--- config.mk ---
export PLATFORM = sky130hd
export DESIGN_NAME = usb_command_decoder
export DESIGN_NICKNAME = d
export VERILOG_FILES = /design/src/rtl/usb_command_decoder.sv
export SDC_FILE = /design/constraint.sdc
export NUM_CORES = 1
export LEC_CHECK = 0
export ABC_CLOCK_PERIOD_IN_PS = 2100
export CORE_MARGIN = 4
export CORE_UTILIZATION = 40
export CTS_BUF_LIST = sky130_fd_sc_hd__clkbuf_8 sky130_fd_sc_hd__clkbuf_16
export DETAILED_ROUTE_END_ITERATION = 8
export GPL_ROUTABILITY_DRIVEN = 0
export GPL_TIMING_DRIVEN = 0
export PLACE_DENSITY_LB_ADDON = 0.15
export SYNTH_ARGS = -nofsm -noshare
export SYNTH_HDL_FRONTEND = slang
export SYNTH_SLANG_ARGS = --single-unit
export TNS_END_PERCENT = 5
--- constraint.sdc ---
create_clock -name clk -period 2.1 [get_ports clk]
set_input_delay 0.315 -clock clk [delete_from_list [all_inputs] [get_ports clk]]
set_output_delay 0.315 -clock clk [all_outputs]
set_load 0.02 [all_outputs]
--- src/rtl/usb_command_decoder.sv ---
`default_nettype none
// +--------------------------------------------------------------------------+
// | Module   : usb_command_decoder                                           |
// | Purpose  : Assembles bytes from the USB FIFO read sequencer into cube    |
// |            commands: voxel colour writes into the back frame buffer,     |
// |            front/back bank swaps and panel-switch report requests.       |
// | Ports    : clk, reset_n (async, active low)                              |
// |            data_in[7:0], byte_valid  - byte stream from the sequencer    |
// |            panel_done                - panel report write completed      |
// |            mem_wr_en, mem_addr[12:0], mem_data[23:0] - frame-buffer port |
// |            front_bank                - bank currently displayed          |
// |            panel_select_request      - level request to the sequencer    |
// |            error_count[7:0]          - saturating protocol error count   |
// |            state_out[2:0]            - FSM state, debug only             |
// | Config   : CMD_TIMEOUT_EN - when defined, abandons a packet whose        |
// |            inter-byte gap reaches TIMEOUT_CYCLES and counts an error.    |
// | Revision : 1.0 - initial release                                         |
// +--------------------------------------------------------------------------+
module usb_command_decoder #(
    parameter logic [23:0] TIMEOUT_CYCLES = 24'd1_000_000
) (
    input  logic        clk,
    input  logic        reset_n,
    input  logic [7:0]  data_in,
    input  logic        byte_valid,
    input  logic        panel_done,
    output logic        mem_wr_en,
    output logic [12:0] mem_addr,
    output logic [23:0] mem_data,
    output logic        front_bank,
    output logic        panel_select_request,
    output logic [7:0]  error_count,
    output logic [2:0]  state_out
);

    typedef enum logic [2:0] {
        S_IDLE    = 3'd0,
        S_ADDR_HI = 3'd1,
        S_ADDR_LO = 3'd2,
        S_RED     = 3'd3,
        S_GREEN   = 3'd4,
        S_BLUE    = 3'd5
    } state_t;

    localparam logic [7:0] c_OP_WRITE = 8'h01;
    localparam logic [7:0] c_OP_SWAP  = 8'h02;
    localparam logic [7:0] c_OP_PANEL = 8'h03;

    state_t      r_state;
    logic [3:0]  r_addr_hi;
    logic [7:0]  r_addr_lo;
    logic [7:0]  r_red;
    logic [7:0]  r_green;
    logic        r_mem_wr_en;
    logic [12:0] r_mem_addr;
    logic [23:0] r_mem_data;
    logic        r_front;
    logic        r_panel;
    logic [7:0]  r_err;

    state_t      w_cur_state;
    state_t      w_state_nxt;
    logic [3:0]  w_addr_hi_nxt;
    logic [7:0]  w_addr_lo_nxt;
    logic [7:0]  w_red_nxt;
    logic [7:0]  w_green_nxt;
    logic        w_wr_nxt;
    logic [12:0] w_mem_addr_nxt;
    logic [23:0] w_mem_data_nxt;
    logic        w_front_nxt;
    logic        w_panel_set;
    logic [1:0]  w_err_inc;
    logic [8:0]  w_err_sum;
    logic [7:0]  w_err_nxt;
    logic        w_timeout;

`ifdef CMD_TIMEOUT_EN
    // Idle-gap counter: counts cycles without an accepted byte while a packet
    // is in progress; cleared by every accepted byte and whenever the FSM
    // lands back in IDLE.
    logic [23:0] r_gap_cnt;

    assign w_timeout = (r_state != S_IDLE) && (r_gap_cnt >= TIMEOUT_CYCLES);

    always_ff @(posedge clk or negedge reset_n) begin
        if (!reset_n) begin
            r_gap_cnt <= 24'd0;
        end else if (byte_valid || (w_state_nxt == S_IDLE)) begin
            r_gap_cnt <= 24'd0;
        end else begin
            r_gap_cnt <= r_gap_cnt + 24'd1;
        end
    end
`else
    // No gap counter: a packet waits indefinitely for its remaining bytes.
    logic [23:0] w_unused_timeout;

    assign w_timeout        = 1'b0;
    assign w_unused_timeout = TIMEOUT_CYCLES;
`endif

    // Next-state and next-output logic. A timeout collapses the current state
    // to IDLE first, so a byte arriving in that same cycle is decoded as an
    // opcode.
    always_comb begin
        w_cur_state    = w_timeout ? S_IDLE : r_state;
        w_state_nxt    = w_cur_state;
        w_addr_hi_nxt  = r_addr_hi;
        w_addr_lo_nxt  = r_addr_lo;
        w_red_nxt      = r_red;
        w_green_nxt    = r_green;
        w_wr_nxt       = 1'b0;
        w_mem_addr_nxt = r_mem_addr;
        w_mem_data_nxt = r_mem_data;
        w_front_nxt    = r_front;
        w_panel_set    = 1'b0;
        w_err_inc      = {1'b0, w_timeout};

        case (w_cur_state)
            S_IDLE: begin
                if (byte_valid) begin
                    case (data_in)
                        c_OP_WRITE: w_state_nxt = S_ADDR_HI;
                        c_OP_SWAP:  w_front_nxt = ~r_front;
                        c_OP_PANEL: w_panel_set = 1'b1;
                        default:    w_err_inc   = w_timeout ? 2'd2 : 2'd1;
                    endcase
                end
            end
            S_ADDR_HI: begin
                if (byte_valid) begin
                    // Upper nibble of the high address byte is don't-care.
                    w_addr_hi_nxt = data_in[3:0];
                    w_state_nxt   = S_ADDR_LO;
                end
            end
            S_ADDR_LO: begin
                if (byte_valid) begin
                    w_addr_lo_nxt = data_in;
                    w_state_nxt   = S_RED;
                end
            end
            S_RED: begin
                if (byte_valid) begin
                    w_red_nxt   = data_in;
                    w_state_nxt = S_GREEN;
                end
            end
            S_GREEN: begin
                if (byte_valid) begin
                    w_green_nxt = data_in;
                    w_state_nxt = S_BLUE;
                end
            end
            S_BLUE: begin
                if (byte_valid) begin
                    // Bank is captured here, so a later swap cannot redirect
                    // a write that has already been issued.
                    w_wr_nxt       = 1'b1;
                    w_mem_addr_nxt = {~r_front, r_addr_hi, r_addr_lo};
                    w_mem_data_nxt = {r_red, r_green, data_in};
                    w_state_nxt    = S_IDLE;
                end
            end
            default: begin
                // Encodings 6 and 7 are unreachable; recover to IDLE.
                w_state_nxt = S_IDLE;
            end
        endcase
    end

    // At most two errors per cycle (timeout plus a bad opcode); clamp at 255.
    assign w_err_sum = {1'b0, r_err} + {7'd0, w_err_inc};
    assign w_err_nxt = w_err_sum[8] ? 8'hFF : w_err_sum[7:0];

    always_ff @(posedge clk or negedge reset_n) begin
        if (!reset_n) begin
            r_state     <= S_IDLE;
            r_addr_hi   <= 4'd0;
            r_addr_lo   <= 8'd0;
            r_red       <= 8'd0;
            r_green     <= 8'd0;
            r_mem_wr_en <= 1'b0;
            r_mem_addr  <= 13'd0;
            r_mem_data  <= 24'd0;
            r_front     <= 1'b0;
            r_panel     <= 1'b0;
            r_err       <= 8'd0;
        end else begin
            r_state     <= w_state_nxt;
            r_addr_hi   <= w_addr_hi_nxt;
            r_addr_lo   <= w_addr_lo_nxt;
            r_red       <= w_red_nxt;
            r_green     <= w_green_nxt;
            r_mem_wr_en <= w_wr_nxt;
            r_mem_addr  <= w_mem_addr_nxt;
            r_mem_data  <= w_mem_data_nxt;
            r_front     <= w_front_nxt;
            // A new request beats a simultaneous completion.
            if (w_panel_set) begin
                r_panel <= 1'b1;
            end else if (panel_done) begin
                r_panel <= 1'b0;
            end
            r_err       <= w_err_nxt;
        end
    end

    assign mem_wr_en            = r_mem_wr_en;
    assign mem_addr             = r_mem_addr;
    assign mem_data             = r_mem_data;
    assign front_bank           = r_front;
    assign panel_select_request = r_panel;
    assign error_count          = r_err;
    assign state_out            = r_state;

endmodule
`default_nettype wire

==> impl_results.rst <==
.. list-table::
   :header-rows: 1

   * - Metric
     - Value
   * - Result of the run
     - completed
   * - Endpoint kind of the worst setup timing path
     - register
   * - Reported net switching power
     - between 1.5 and 2 mW
   * - Fraction of final layout cells sized beyond drive strength 1
     - 0.356
   * - Cell taking the most area after synthesis
     - sky130_fd_sc_hd__dfrtp_1
   * - Antenna viol nets, final
     - 0
   * - Synth-to-Final Area Change
     - 30.9%
   * - WP data required
     - ~2.3 ns
   * - Power density over cell area
     - around 1400 nW/um2
   * - I/O pin cnt
     - 63
   * - Total count of hold-check failures in the final report
     - 0
   * - Number of buffers between clock root and the deepest sink
     - 2
   * - Total wire length
     - between 6000 and 7000 um
   * - Part of the cycle the worst path needs
     - 0.950
   * - Fraction of power consumed by sequential logic
     - 0.413
   * - Core region area
     - about 8000 um2
   * - Per-instance average area after synthesis
     - approximately 16 um2
   * - Routed len/inst
     - approximately 16 um
   * - Vias per cell
     - 4.92
   * - Share of the core filled with cells
     - 0.536
   * - Horizontal die dimension
     - around 99 um
   * - Sequential cell area fraction in the yosys report
     - 0.591
   * - Worst path slowest cell
     - sky130_fd_sc_hd__dfrtp_1
   * - Total overflow reported by the global router
     - 0
   * - Critical-path cell list
     - buf_4, nor4b_4, o21a_1, ha_1, and3_2, nand3_1, mux2_2
   * - Syn_nets
     - roughly 230
   * - Setup Skew
     - about 0.0090 ns
   * - Clock tree root driver cell
     - sky130_fd_sc_hd__clkbuf_8
   * - Type of element launching the critical path
     - register
   * - Yosys warning count
     - 0
   * - Share of total power in the clock network
     - 0.187
   * - Combinational power share
     - 0.400
   * - Measured slew at the worst slew-check pin
     - 0.475 ns
   * - Overall die area
     - around 10000 um2
   * - Switching power share of the total
     - 0.322
   * - Non-filler instance count after layout
     - 400
   * - Unrepaired setup endpoints after global routing
     - no
   * - Post-placement cell count
     - 380
   * - Clock-pin slew of the registers on the worst-case setup and hold paths
     - roughly 0.080 ns
   * - Count of cell types in the netlist
     - 36
   * - Vertical die dimension
     - approximately 100 um
   * - Vias in the first global route
     - 2006
   * - Count of standard-cell rows
     - 33
   * - Cells after Synth
     - about 210
   * - Number of design rule violations left after detail routing
     - 0
   * - Top Family by Delay on Critical Path
     - simple AND/OR/NAND/NOR gates
   * - Maximum number of pins on one net before global-route repair
     - 60
   * - H-tree depth
     - 3
   * - Vias post-DR
     - 1968
   * - Largest voltage drop on the vdd net
     - ~0.6 mV
   * - F_max
     - 0.501 GHz
   * - Global-route wire length before repair
     - 10800 um
   * - Clock buffers created by TritonCTS
     - 9
   * - GRT Util Overall
     - 0.140
   * - Final Critical Period
     - around 2.0 ns
   * - Area fraction of the dominant cell type after synthesis
     - 0.591
   * - Total count of max-transition violations in the final report
     - 0
   * - Total leakage power
     - 2.11 nW
   * - Buffers and inverters on the worst path
     - 1
   * - Number of detailed-route iterations in the first pass
     - 4
   * - Antenna Cells
     - 0
   * - IO buf count
     - 60
   * - Initial antenna violation count
     - 0
   * - Maximum Capacitance Violations
     - 0
   * - Largest fanout on the critical path
     - 9
   * - Maximum cell stage delay along the critical path
     - roughly 0.40 ns
   * - Detailed-placement wirelength estimate
     - roughly 4300 um
   * - Initial Utilization
     - 0.409
   * - Clock latency at the later pin of the worst-skew pair
     - between 0.3 and 0.4 ns
   * - Critical setup path kind
     - reg2reg
   * - Sink Count
     - 79
   * - CTS tree
     - yes
   * - Detailed Route Iter0 Violations
     - 44
   * - Rel. slew slack
     - 0.682
   * - Final Setup Violations
     - 0
   * - Final-stage net count
     - 304
   * - Top cells by area, synth
     - sky130_fd_sc_hd__dfrtp_1 59%, sky130_fd_sc_hd__mux2_4 16%, sky130_fd_sc_hd__mux2_2 9.4%
   * - Post-synthesis instance area
     - between 3000 and 4000 um2
   * - Worst min path class
     - in2reg
   * - Worst endpoint data arrival time
     - between 2 and 2.5 ns
   * - Number of synthesized register bits
     - a little under 80
   * - Internal Dissipation
     - approximately 4.1 mW
-- per-layer routing --
metal | share of wire | vias up | global-route usage
li1 | - | 923 | -
met1 | 0.49 | 991 | 0.193
met2 | 0.45 | 45 | 0.213
met3 | 0.042 | 9 | 0.0330
met4 | 0.018 | 0 | 0.0599
met5 | 0 | - | 0
-- registers in the layout, indices dropped and copies added (netlist names) --
signal	count
r_red	8
mem_wr_en	1
mem_addr	13
r_green	8
front_bank	1
state_out	3
panel_select_request	1
r_addr_hi	4
mem_data	24
error_count	8
r_addr_lo	8
-- power groups by stage --
stage / clock, mW / sequential (mW) / combinational (mW)
3_5_place_dp: 0 / 2.53 / 2.39
5_1_grt: 1.23 / 2.60 / 2.59
4_1_cts: 1.16 / 2.51 / 2.42
2_1_floorplan: 0 / 2.89 / 1.06
3_3_place_gp: 0 / 2.52 / 2.36
6_report: 1.13 / 2.50 / 2.42
-- stage by stage --
step / power (mW) / setup WS [ns] / cell area, um2 / TNS (ns) / hold slack [ns]
finish: 6.05 / 0.105 / 4380 / 0 / 0.349
global route: 6.41 / 0.0165 / 4380 / 0 / 0.349
CTS: 6.09 / 0.0340 / 4340 / 0 / 0.332
detailed placement: 4.92 / -0.921 / 4100 / -6.23 / 0.227
global placement: 4.88 / -2.19 / 4080 / -178.56 / 0.463
floorplan: 3.94 / 0.117 / 3350 / 0 / 0.0194
-- cell usage after synthesis, drive strengths merged --
library cell	count
a41oi	1
nor2b	2
buf	9
dfrtp	79
clkbuf	1
a31oi	4
o22ai	1
nand3	5
o21a	2
o21ai	4
o211ai	1
or2	2
a211oi	1
a2111oi	1
nand4	1
nor2	5
nor3	3
nor4b	2
nand3b	1
and4bb	2
mux2i	1
nand4b	2
a21oi	1
and3	2
xor2	1
mux2	63
inv	3
nor4	1
xnor2	2
ha	2
nand2	9
-- kinds of logic after synthesis --
| group | share of synthesized area |
|---|---|
| compound gates | 0.0310 |
| buf+inv | 0.0307 |
| simple gates | 0.0778 |
| fa+ha+maj | 0.00748 |
| flops | 0.591 |
| mux | 0.254 |
| xor+xnor | 0.00785 |
-- cells in the final DEF, fill, tap and decap left out, types with 2 or more instances in the layout --
cell | netlist | routed
sky130_fd_sc_hd__a31oi_1 | 4 | 4
sky130_fd_sc_hd__and4bb_1 | 2 | 2
sky130_fd_sc_hd__buf_4 | 4 | 8
sky130_fd_sc_hd__buf_6 | 5 | 5
sky130_fd_sc_hd__clkbuf_8 | 0 | 10
sky130_fd_sc_hd__clkdlybuf4s50_1 | 0 | 53
sky130_fd_sc_hd__clkinv_2 | 0 | 2
sky130_fd_sc_hd__dfrtp_1 | 79 | 79
sky130_fd_sc_hd__dlygate4sd2_1 | 0 | 3
sky130_fd_sc_hd__dlymetal6s2s_1 | 0 | 2
sky130_fd_sc_hd__inv_1 | 3 | 4
sky130_fd_sc_hd__mux2_2 | 28 | 28
sky130_fd_sc_hd__mux2_4 | 35 | 35
sky130_fd_sc_hd__nand2_1 | 8 | 8
sky130_fd_sc_hd__nand3_1 | 5 | 5
sky130_fd_sc_hd__nand4b_4 | 2 | 2
sky130_fd_sc_hd__nor2_1 | 5 | 5
sky130_fd_sc_hd__nor2b_1 | 2 | 2
sky130_fd_sc_hd__o21a_1 | 2 | 2
sky130_fd_sc_hd__o21ai_0 | 4 | 4
sky130_fd_sc_hd__or2_2 | 2 | 2
sky130_fd_sc_hd__xnor2_1 | 2 | 2
-- area by class of cell --
class	instances	area (um2)
clock inverter	6	60.1
multi-input combinational	122	1310
sequential	79	1980
tap	105	131
fill	720	3800
clock buffer	10	138
timing repair buffer	65	661
inverter	3	11.3
buffer	10	91.3
-- tightest hold or removal path, delay by kind of cell --
kind | cells | cell delay, ns
AO/OA/AOI/OAI | 1 | 0.05
XOR/XNOR | 1 | 0.13
buffers and inverters | 1 | 0.16
-- worst paths after layout --
path	from	endpoint	slack, ns	cells past startpoint
max	state_out[0]	error_count[5]	0.10	7
min	byte_valid	state_out[0]	0.35	3
max reg2reg	state_out[0]	error_count[5]	0.10	7
min reg2reg	mem_data[0]	mem_data[0]	0.48	2
max in group asynchronous	reset_n	r_addr_hi[1]	1.12	3
min in group asynchronous	reset_n	mem_wr_en	0.41	2
-- what timing repair did --
| action | in CTS | in global routing |
|---|---|---|
| gates resized for setup | 10 | 5 |
| endpoints found under the hold margin | 20 | 0 |
| buffers inserted | 1 | 2 |
| endpoints found under the setup margin | 8 | 6 |
| pin swaps | 1 | 1 |
| hold buffers | 1 | 0 |
Power figures use the tool's default switching activity.
